### config.mk
export PLATFORM = sky130hd
export DESIGN_NAME = merge2_arb
export DESIGN_NICKNAME = d
export VERILOG_FILES = /design/src/rtl/merge2_arb.sv
export SDC_FILE = /design/constraint.sdc
export NUM_CORES = 1
export LEC_CHECK = 0
export BUFFER_PORTS_ARGS = -buffer_cell sky130_fd_sc_hd__buf_2
export CORE_UTILIZATION = 45
export CTS_CLUSTER_SIZE = 40
export DETAILED_ROUTE_END_ITERATION = 8
export GPL_TIMING_DRIVEN = 0
export PLACE_DENSITY = 0.72
export SYNTH_ARGS = -nofsm -noshare
export SYNTH_HDL_FRONTEND = slang
export SYNTH_SLANG_ARGS = --single-unit
### constraint.sdc
create_clock -name CLK -period 2.4 [get_ports CLK]
set_clock_uncertainty 0.15 [all_clocks]
set_input_delay 0.24 -clock CLK [delete_from_list [all_inputs] [get_ports CLK]]
set_output_delay 0.24 -clock CLK [all_outputs]
set_load 0.03 [all_outputs]
### src/rtl/merge2_arb.sv
// Two-input round-robin packet merge; each packet is preceded by a 1-bit source token on S.
// Latency: accept at edge N, token transfer at N+1, packet transfer at N+2; next accept no earlier than N+3.
// Backpressure: S_ready/Out_ready low holds the FSM, data and counters; inputs see no ready while a packet is in flight.
//
// Ports:
//   CLK, _RESET        clock (rising edge), asynchronous active-low reset
//   In0_* / In1_*      input packet channels (valid/ready), W bits each
//   S_*                source token channel (0 = In0, 1 = In1)
//   Out_*              merged packet channel, W bits
//   cnt0 / cnt1        saturating counts of packets forwarded from each input

module merge2_arb #(
    parameter int W     = 9,
    parameter int CNT_W = 16
) (
    input  logic             CLK,
    input  logic             _RESET,
    input  logic [W-1:0]     In0_data,
    input  logic             In0_valid,
    output logic             In0_ready,
    input  logic [W-1:0]     In1_data,
    input  logic             In1_valid,
    output logic             In1_ready,
    output logic             S_data,
    output logic             S_valid,
    input  logic             S_ready,
    output logic [W-1:0]     Out_data,
    output logic             Out_valid,
    input  logic             Out_ready,
    output logic [CNT_W-1:0] cnt0,
    output logic [CNT_W-1:0] cnt1
);

    typedef enum logic [1:0] {
        IDLE     = 2'd0,
        SEND_S   = 2'd1,
        SEND_OUT = 2'd2
    } state_t;

    state_t       state;
    state_t       state_nxt;
    logic         prio;      // input preferred when both request
    logic         sel;       // input whose packet is currently held
    logic [W-1:0] held;
    logic         grant0;
    logic         grant1;

    // A lone requester always wins; prio only breaks ties.
    assign grant0 = In0_valid && (!In1_valid || !prio);
    assign grant1 = In1_valid && (!In0_valid ||  prio);

    // Held registers are only loaded in IDLE, so these stay stable
    // for the whole token and packet phases.
    assign S_data   = sel;
    assign Out_data = held;

    always_comb begin
        state_nxt = state;
        In0_ready = 1'b0;
        In1_ready = 1'b0;
        S_valid   = 1'b0;
        Out_valid = 1'b0;
        case (state)
            IDLE: begin
                In0_ready = grant0;
                In1_ready = grant1;
                if (grant0 || grant1) begin
                    state_nxt = SEND_S;
                end
            end
            SEND_S: begin
                S_valid = 1'b1;
                if (S_ready) begin
                    state_nxt = SEND_OUT;
                end
            end
            SEND_OUT: begin
                Out_valid = 1'b1;
                if (Out_ready) begin
                    state_nxt = IDLE;
                end
            end
            default: begin
                state_nxt = IDLE;
            end
        endcase
    end

    always_ff @(posedge CLK or negedge _RESET) begin
        if (!_RESET) begin
            state <= IDLE;
            prio  <= 1'b0;
            sel   <= 1'b0;
            held  <= '0;
            cnt0  <= '0;
            cnt1  <= '0;
        end else begin
            state <= state_nxt;
            if (state == IDLE && (grant0 || grant1)) begin
                held <= grant0 ? In0_data : In1_data;
                sel  <= grant1;
            end
            if (state == SEND_OUT && Out_ready) begin
                // Hand priority to the other input only once the packet has left.
                prio <= ~sel;
                if (!sel) begin
                    if (cnt0 != '1) begin
                        cnt0 <= cnt0 + CNT_W'(1);
                    end
                end else begin
                    if (cnt1 != '1) begin
                        cnt1 <= cnt1 + CNT_W'(1);
                    end
                end
            end
        end
    end

endmodule

# --- After elaboration in Yosys (flattened, before gate mapping) ---
# Cells that the tools add are included.
word_totals:
  reg_bits: 45
  input_bits: 24
  out_inout_bits: 46
  word_cells: 39
classes:
  n_addsub: 2
  eq_ne: 7
  mux: 9
  bitwise: 1
  n_reduce_logical: 14
ops:
  columns: ["cell", "n"]
  rows:
  - ["$add A16 B1 Y16 const B", 2]
  - ["$ne A16 B16 Y1 const B", 2]
  - ["$mux W9", 1]
  - ["$reduce_and A3 Y1", 3]
  - ["$mux W2", 3]
  - ["$pmux W2 S3", 1]
  - ["$logic_and A1 B1 Y1", 4]
  - ["$mux W1", 4]
  - ["$ne A2 B2 Y1 const B", 2]
  - ["$logic_not A1 Y1", 3]
  - ["$logic_or A1 B1 Y1", 3]
  - ["$eq A2 B1 Y1 const B", 1]
  - ["$eq A2 B2 Y1 const B", 1]
  - ["$logic_not A2 Y1", 1]
  - ["$ne A2 B1 Y1 const B", 1]
  - ["$not A1 Y1", 1]

# --- Depth between registers and ports, before layout ---
# Gate-level depths: netlist (run 1).
depth:
  depth_word: 6
  mapped_depth: 5
  mapped_depth_nobuf: 5

# --- Worst setup path after synthesis (run 1) ---
# Ideal clock, no wire load.
synth_path:
  path_type: "reg-to-reg"
  from: "reg cnt0[0]"
  to: "reg cnt0[1]"
  setup_time_ns: 0.125
  t_arrival_ns: 1.834
  required_time_ns: 2.125
  setup_slack_ns: 0.291
  path_stages_with_launch: 6
  n_path_buf: 0
  synth_period_minus_slack_ns: 2.109
  cell_sequence: "dfrtp_1 ha_1 nand3_1 nor4_1 nor2_1 mux2_2"
synth_between:
  elab_chain_cells: 2
  word_cells_on_any_way: 3
  cone_classes: "1 x add/sub; 1 x eq/ne; 1 x reduce/logical"
synth_lines:
  columns: ["element", "line", "rtl"]
  rows:
  - ["start, declared", "30", "output logic [CNT_W-1:0] cnt0,"]
  - ["start signal, assigned", "108", "cnt0 <= cnt0 + CNT_W'(1);"]
  - ["branches (longest 2 deep; another with $add A16 B1 Y16)", null, null]
# Several ways; the timed one is not identified.
# A chain may end at the register's enable or synchronous reset.

# --- Worst setup path in the final report (run 1) ---
layout_path:
  from: "reg prio"
  to: "out In0_ready"
layout_between:
  elab_chain_cells: 4
layout_lines:
  columns: ["element", "line", "rtl"]
  rows:
  - ["start, declared", "42", "logic prio;"]
  - ["start signal, assigned", "105", "prio <= ~sel;"]
  - ["$logic_not A1 Y1", "49", "assign grant0 = In0_valid && (!In1_valid || !prio);"]
  - ["$logic_or A1 B1 Y1", "49", null]
  - ["$logic_and A1 B1 Y1", "49", null]
  - ["$mux W1", "63", "case (state)"]
  - ["end, declared", "20", "output logic In0_ready,"]
# Every way passes these cells.

==> metrics.txt, run 1 <==
Worst VDD drop=0.0006823 V; Setup Crit Path Kind=reg2out; clock root cell=clkbuf_8; via count=1,835; number of synthesized flops with an enable pin=0; post-CTS setup buffer count=0; die area=5166 um2; clock sink total=45; Layout area overhead=24.26%; Cells after Synth=205; Post-Layout Cell Count=350; async set or reset register ratio after synthesis=100.0%; layout cells sized above 1=31.10%; Hold EP=state[1]; Critical Path Start Type=flip-flop; Seq/Total Area, Yosys=51.25%; Synth Warn #=0; global-route usage over all layers=18.70%; fin crit share=91.72%; Crit path arrival time=1.81 ns; DP HPWL=3239 um; WHS=0.03146 ns; Via density=5.243; Port-buffer cells=69; Layout fillers=422; syn avg cell area=10.72 um2; DR WL/cell=12.70 um; Reg-to-Reg Start=cnt0[0]; met1 usage=24.73%; Final Hold Fails=0; Detailed Routing Iterations Pass 1=4; clk buf depth=2; TritonCTS clock tree=built; htree depth=2; Worst-path clk slew=0.09 ns; Die Wd=71.88 um; Core Region=4723 um2; worst r2r dst=cnt0[1]; gp weighted congestion=0.8332; Post-Synthesis Cell Area=2197 um2; RSZ-0062 raised after global routing=false; Critical Path Start=prio; CP Max Fanout=10; # DRC=0; syn nets=231; Lkg Pwr=1.410 nW; met2 usage=31.13%; Worst R2R Setup Slack=0.32 ns; FF+latch count, synth=45; Worst slew margin=34.03%; Initial Utilization=46.52%; hold crit path type=in2reg; first-pass GRT wire length=7665 um; outcome=finished clean; Max-Cap Viols=0; Slew @ Worst Pin=0.9896 ns; maximum clock frequency=454.3 MHz; Detailed Route WL=4446 um; Final Util=57.80%; Final Max Slew Viols=0; Post-DRT Antenna Nets=0; Inst Count DP=341; Num CTS Buffers=5; Initial DRC Count=75; largest net degree at the start of global routing=46; Synth Flop Type=dfrtp_1; Distinct cells, synth=37; Die Y=71.88 um; cells on worst reg2reg path=5; gr ovfl total=0; critical path endpoint category=output pin; Multi-input gate area=1044 um2; cell row count=25; I/O pin count=70; minimum clock period=2.201 ns; FF/Latch Area=1126 um2; area post-placement=2626 um2; antenna diode count=0; initial antenna violation count=0; final instance area=2730 um2; layer with the highest usage=met2; Setup-failing EPs final=0; Clk Latency, worst-skew pair=0.29 ns; min-delay src=S_ready; Total Neg Setup Slack=0 ns; Layout Nets=308; hold path depth=2; Data required, critical path=2.01 ns; vias in the first global route=1,734; P per Cell Area=878.8 nW/um2; met3 Usage GRT=4.079%
routing by layer:
layer,wire (um),up-vias
li1,-,898
met4,30,0
met2,2131,58
met3,209,5
met5,0,-
met1,2075,874
through the flow:
stage / setup WS [ns] / total power, mW
after floorplan: 0.2909 / 1.676
after global placement: 0.1768 / 1.934
after detailed placement: 0.1790 / 1.956
after CTS: 0.1556 / 2.421
after global routing: 0.004700 / 2.565
final: 0.1986 / 2.399
sequential cells by signal, indices dropped and copies added, names as in the netlist:
signal and cells:
S_data 1, state 2, Out_data 9, prio 1, cnt1 16, cnt0 16
final cells by class:
class | count | share of cell area [%]
clock buffers | 6 | 2.658
inverters | 6 | 0.8249
flip-flops and latches | 45 | 41.25
multi-input cells | 151 | 38.22
repair buffers | 70 | 13.02
clock inverters | 2 | 0.5500
well taps | 67 | 3.071
plain buffers | 3 | 0.4125
worst max-delay path, cell delays in order (launching register included):
cell and delay, ns:
dfrtp_1 0.40, a21boi_0 0.17, buf_1 0.53, nand2_1 0.16
inv_1 0.07, buf_2 0.19
synth_stat cells (all sizes together) (3+ instances only):
cell	count	share of area [%]
o21ai	3	0.68
nor3	8	1.8
xor2	20	8.0
nand3	9	2.0
nor2	23	3.9
mux2	4	2.0
a21oi	13	3.0
nand4	10	2.8
inv	6	1.0
mux2i	11	5.0
nor4b	4	2.2
dfrtp	45	51
and4	3	1.2
nor2b	3	0.85
nand2	10	1.7
nor4	6	2.0
cell families after synthesis:
family / count (synthesis) / share of synthesized area, %
buf+inv: 9 / 1.537
flops: 45 / 51.25
fa+ha+maj: 2 / 1.139
compound gates: 26 / 7.061
mux: 15 / 7.062
xor+xnor: 22 / 8.770
simple gates: 86 / 23.18
layout by cell type, fill, tap and decap left out, drive strengths merged, types with 3 or more instances in the layout:
cell    Yosys  routed
a21oi      13      13
and4        3       3
buf         1      70
clkbuf      2       8
dfrtp      45      45
inv         6       6
mux2        4       4
mux2i      11      11
nand2      10      10
nand3       9       9
nand4      10      10
nor2       23      23
nor2b       3       3
nor3        8       8
nor4        6       6
nor4b       4       4
o21ai       3       3
xor2       20      20
worst max path at each step:
stage / endpoint / cells after the start
3_3_place_gp: cnt0[1] / 5
5_1_grt: In0_ready / 5
6_report: In0_ready / 5
3_5_place_dp: cnt0[1] / 5
2_1_floorplan: cnt0[1] / 5
4_1_cts: cnt0[1] / 5
report_power, final:
part | switching (mW) | internal, mW
Clock | 0.257 | 0.205
Combinational | 0.595 | 0.293
Sequential | 0.140 | 0.909
Total | 0.992 | 1.41
repair_timing:
| action | 4_1_cts | 5_1_grt |
|---|---|---|
| gates resized for setup | 0 | 1 |
| endpoints found under the hold margin | 20 | 0 |
| endpoints found under the setup margin | 0 | 1 |
| hold buffers | 1 | 0 |
Note: power is estimated with default switching activity, not from simulation.
==> inputs of run 2 (changes only) <==
==> constraint.sdc (replaced) <==
create_clock -name CLK -period 2.4 [get_ports CLK]
set_clock_uncertainty 0.15 [all_clocks]
set_input_delay 0.48 -clock CLK [delete_from_list [all_inputs] [get_ports CLK]]
set_output_delay 0.48 -clock CLK [all_outputs]
set_load 0.03 [all_outputs]
==> metrics.txt, run 2 (same netlist as run 1, synthesis figures left out) <==
cells on worst reg2reg path=5 (unchanged); post-CTS setup buffer count=0 (unchanged); Clk Latency, worst-skew pair=0.29 ns (about the same); critical path endpoint category=output pin; hold crit path type=in2async; met2 usage=31.13% (unchanged); commonest cells after routing, fill and taps aside=buf_2, dfrtp_1, nor2_1; slowest CP cell=dfrtp_1; Clk pwr share=19.3% (about the same); commonest non-fill, non-tap cell in the layout=buf_2; Setup-failing EPs final=0 (unchanged); gr ovfl total=0 (unchanged); largest net degree at the start of global routing=46 (unchanged); internal cell power=1.407 mW (about the same); global-route usage over all layers=18.70% (unchanged); Port-buffer cells=69 (unchanged); Total Neg Setup Slack=0 ns (unchanged); Stages on worst setup path=5 (unchanged); Detailed Route WL=4435 um (-0.25%); clk buf depth=2 (unchanged); sw frac=41.31% (about the same); Post-Layout Cell Count=349 (-0.29%); Initial DRC Count=79 (+5.3%); Post-DRT Antenna Nets=0 (unchanged); outcome=finished clean; Slew @ Worst Pin=0.9890 ns (-0.0006064 ns); Inst Count DP=341 (unchanged); Lkg Pwr=1.409 nW (about the same); Post-Place Setup Slack=0.06122 ns (-0.1178 ns); antenna diode count=0 (unchanged); Num CTS Buffers=5 (unchanged); Data required, critical path=1.77 ns (-0.24 ns); Layout fillers=423 (+0.24%); layout cells sized above 1=31.56% (+0.46 points); worst setup margin=0.2537 ns (+0.05510 ns); clock root cell=clkbuf_8; gp weighted congestion=0.8332 (unchanged); Initial Utilization=46.52% (unchanged); htree depth=2 (unchanged); Layout area overhead=23.86%; met3 Usage GRT=4.079% (unchanged); vias in the first global route=1,734 (unchanged); Worst path max stage delay=0.40 ns (-0.13 ns); Die Wd=71.88 um (unchanged); Detailed Routing Iterations Pass 1=4 (unchanged); Final Hold Fails=0 (unchanged); worst r2r dst=cnt0[1]; Layout Nets=307 (-0.32%); overall power=2.397 mW (about the same); I/O pin count=70 (unchanged); sequential power share=43.7% (about the same); minimum clock period=2.146 ns (-0.05510 ns); fin crit share=89.43% (-2.3 points); Via density=5.246 (about the same); DP HPWL=3239 um (unchanged); CP Cell Sequence=a21boi_0 > buf_2 > nand2_1 > inv_1 > buf_2; Worst slew margin=34.07% (+0.040 points); Setup Crit Path Kind=reg2out; Die Y=71.88 um (unchanged); TritonCTS clock tree=built; Worst-path clk slew=0.09 ns (about the same); met1 usage=24.73% (unchanged); via count=1,831 (-0.22%); layer with the highest usage=met2; Final Max Slew Viols=0 (unchanged); Critical Path Start Type=flip-flop; P per Cell Area=880.9 nW/um2 (+0.24%); Most common cell on crit path=buf_2; Worst R2R Setup Slack=0.32 ns (about the same); Top Family by Delay on Critical Path=buffers and inverters; DR WL/cell=12.71 um (about the same); Core Region=4723 um2 (unchanged); Max-Cap Viols=0 (unchanged); RSZ-0062 raised after global routing=false; first-pass GRT wire length=7665 um (unchanged); Net Sw Power=990.4 uW (-0.15%); Comb power frac=37.0% (about the same); initial antenna violation count=0 (unchanged); cell row count=25 (unchanged); clock sink total=45 (unchanged); Reg-to-Reg Start=cnt0[0]; maximum clock frequency=465.9 MHz (+2.6%); CP Max Fanout=10 (unchanged); Crit path arrival time=1.52 ns (-0.29 ns); die area=5166 um2 (unchanged); # DRC=0 (unchanged); Final Util=57.62% (-0.19 points); Worst VDD drop=0.0006827 V (about the same); Buf/Inv on CP=3 (unchanged)
[run 2: power groups by stage]
stage          Sequential, mW  Combinational [mW]  Clock, mW
6_report                 1.05               0.887      0.462
4_1_cts                  1.05               0.898      0.476
2_1_floorplan            1.29               0.385          0
3_5_place_dp             1.06               0.900          0
5_1_grt                  1.08               0.985      0.504
3_3_place_gp             1.06               0.877          0
[run 2: repair_timing]
| item | 4_1_cts | 5_1_grt |
|---|---|---|
| hold buffers | 0 | 0 |
| resized for setup | 1 | 1 |
| endpoints found under the setup margin | 1 | 1 |
[run 2: worst max path at each step]
stage,start,to,slack (ns)
2_1_floorplan,cnt0[0],cnt0[1],0.29
3_3_place_gp,In0_valid,In0_ready,0.1
3_5_place_dp,In0_valid,In0_ready,0.06
4_1_cts,cnt0[0],cnt0[1],0.16
5_1_grt,prio,In0_ready,0.10
6_report,prio,In0_ready,0.25
[run 2: final cells by class]
class,instances,area (um2),share of cell area (%)
plain buffers,3,12.51,0.4598
clock buffers,6,72.57,2.667
clock inverters,2,15.01,0.5517
inverters,6,22.52,0.8276
multi-input cells,151,1044,38.34
flip-flops and latches,45,1126,41.38
well taps,67,83.83,3.080
repair buffers,69,345.3,12.69
[run 2: per-stage QoR]
stage	area [um2]	hold WS, ns
after floorplan	2197	0.03441
after global placement	2626	0.3267
after detailed placement	2626	0.3387
after CTS	2715	0.2346
after global routing	2721	0.2803
final	2721	0.1970
[run 2: layer usage]
metal | up-vias | wire length (um)
met4 | 0 | 30
met5 | - | 0
li1 | 897 | -
met3 | 5 | 207
met1 | 872 | 2061
met2 | 57 | 2136
==> inputs of run 3 (changes only) <==
--- a/config.mk
+++ b/config.mk
@@ -6,11 +6,11 @@
 export NUM_CORES = 1
 export LEC_CHECK = 0
 export BUFFER_PORTS_ARGS = -buffer_cell sky130_fd_sc_hd__buf_2
-export CORE_UTILIZATION = 45
+export CORE_UTILIZATION = 40
 export CTS_CLUSTER_SIZE = 40
 export DETAILED_ROUTE_END_ITERATION = 8
 export GPL_TIMING_DRIVEN = 0
-export PLACE_DENSITY = 0.72
+export PLACE_DENSITY = 0.65
 export SYNTH_ARGS = -nofsm -noshare
 export SYNTH_HDL_FRONTEND = slang
 export SYNTH_SLANG_ARGS = --single-unit
==> constraint.sdc (replaced) <==
create_clock -name CLK -period 2.4 [get_ports CLK]
set_clock_uncertainty 0.15 [all_clocks]
set_input_delay 0.24 -clock CLK [delete_from_list [all_inputs] [get_ports CLK]]
set_output_delay 0.24 -clock CLK [all_outputs]
set_load 0.03 [all_outputs]
==> metrics.txt, run 3 (same netlist as run 1, synthesis figures left out) <==
Die Wd=76.12 um (+5.9%); critical path endpoint category=output pin; commonest cells after routing, fill and taps aside=buf_2, dfrtp_1, nor2_1; clock sink total=45 (unchanged); Buf/Inv on CP=3 (unchanged); htree depth=2 (unchanged); maximum clock frequency=453.6 MHz (-2.6%); Total Neg Setup Slack=0 ns (unchanged); CP Cell Sequence=a21boi_0 > buf_1 > nand2_1 > inv_1 > buf_2; Num CTS Buffers=5 (unchanged); Worst-path clk slew=0.08 ns (about the same); TritonCTS clock tree=built; Setup Crit Path Kind=reg2out; antenna diode count=0 (unchanged); Layout fillers=480 (+13%); Worst slew margin=34.40% (+0.34 points); Max-Cap Viols=0 (unchanged); minimum clock period=2.205 ns (+0.05827 ns); Via density=5.105 (-2.7%); # DRC=0 (unchanged); gp weighted congestion=0.7836 (-6.0%); Die Y=76.12 um (+5.9%); I/O pin count=70 (unchanged); layout cells sized above 1=31.10% (-0.46 points); Layout Nets=308 (+0.33%); Data required, critical path=2.01 ns (+0.24 ns); Post-Layout Cell Count=353 (+1.1%); clock root cell=clkbuf_8; Detailed Routing Iterations Pass 1=4 (unchanged); Initial Utilization=42.21% (-4.3 points); P per Cell Area=874.4 nW/um2 (-0.73%); DR WL/cell=12.64 um (-0.53%); Worst path max stage delay=0.52 ns (+0.12 ns); Final Hold Fails=0 (unchanged); overall power=2.386 mW (-0.46%); Setup-failing EPs final=0 (unchanged); initial antenna violation count=0 (unchanged); RSZ-0062 raised after global routing=false; Inst Count DP=344 (+0.88%); Initial DRC Count=42 (-47%); Port-buffer cells=69 (unchanged); outcome=finished clean; cell row count=26 (+4.0%); Worst VDD drop=0.0005663 V (-17%); Slew @ Worst Pin=0.9839 ns (-0.005031 ns); gr ovfl total=0 (unchanged); WHS=0.04047 ns (-0.1565 ns); commonest non-fill, non-tap cell in the layout=buf_2; Clk Latency, worst-skew pair=0.29 ns (about the same); Critical Path Start Type=flip-flop; Final Max Slew Viols=0 (unchanged); CP Max Fanout=10 (unchanged); vias in the first global route=1,733 (-0.058%); Post-DRT Antenna Nets=0 (unchanged); Crit path arrival time=1.81 ns (+0.29 ns); hold crit path type=in2reg; Core Region=5205 um2 (+10%); clk buf depth=2 (unchanged); fin crit share=91.86% (+2.4 points); DP HPWL=3309 um (+2.2%); global-route usage over all layers=16.16% (-2.5 points); Detailed Route WL=4462 um (+0.61%); Layout area overhead=24.20%; Top Family by Delay on Critical Path=buffers and inverters; slowest CP cell=buf_1; Lkg Pwr=1.417 nW (+0.61%); die area=5793 um2 (+12%); via count=1,802 (-1.6%); first-pass GRT wire length=7721 um (+0.73%); largest net degree at the start of global routing=46 (unchanged)
run 3: cell types whose count changed in the layout (fill, tap and decap cells not counted), sizes merged:
cell	before	now
clkinv	0	2
dlygate4sd3	0	1
clkinvlp	2	0
run 3: path summary, 6_finish.rpt:
check | start | endpoint | slack (ns) | cells past startpoint
min | S_ready | state[1] | 0.04 | 2
min in group asynchronous | _RESET | cnt0[1] | 0.50 | 2
max in group asynchronous | _RESET | cnt0[7] | 0.99 | 2
min reg2reg | cnt1[5] | cnt1[5] | 0.34 | 1
max | prio | In0_ready | 0.20 | 5
max reg2reg | cnt0[0] | cnt0[1] | 0.26 | 5
run 3: metrics by stage:
| stage | util [%] | instance area [um2] | setup WS, ns |
|---|---|---|---|
| after floorplan | - | 2197 | 0.2909 |
| after global placement | 50.53 | 2630 | 0.09583 |
| after detailed placement | 50.53 | 2630 | 0.1563 |
| after CTS | 52.31 | 2723 | 0.1329 |
| after global routing | 52.43 | 2729 | 0.06690 |
| final | 52.43 | 2729 | 0.1954 |
run 3: where the power goes:
group	switching [mW]	internal (mW)
registers	0.138	0.909
clock network	0.250	0.202
logic	0.593	0.293
run 3: cell type report:
cell class,count,area [um2],share of cell area [%]
tap,70,87.58,3.210
timing repair buffer,70,355.3,13.02
buffer,3,11.26,0.4127
clock buffer,6,72.57,2.659
sequential,45,1126,41.27
inverter,6,22.52,0.8253
clock inverter,2,10.01,0.3668
multi-input combinational,151,1044,38.24
run 3: per-layer routing:
metal	GRT usage (%)	routed length (um)
met1	20.99	2104
met2	27.27	2072
met3	3.473	260
met4	4.423	25
met5	0	0
run 3: repair_timing:
item	CTS	global route
hold endpoints to repair	20	0
endpoints found under the setup margin	0	1
hold buffers	1	0
setup buffers	0	0
gates resized for setup	0	1
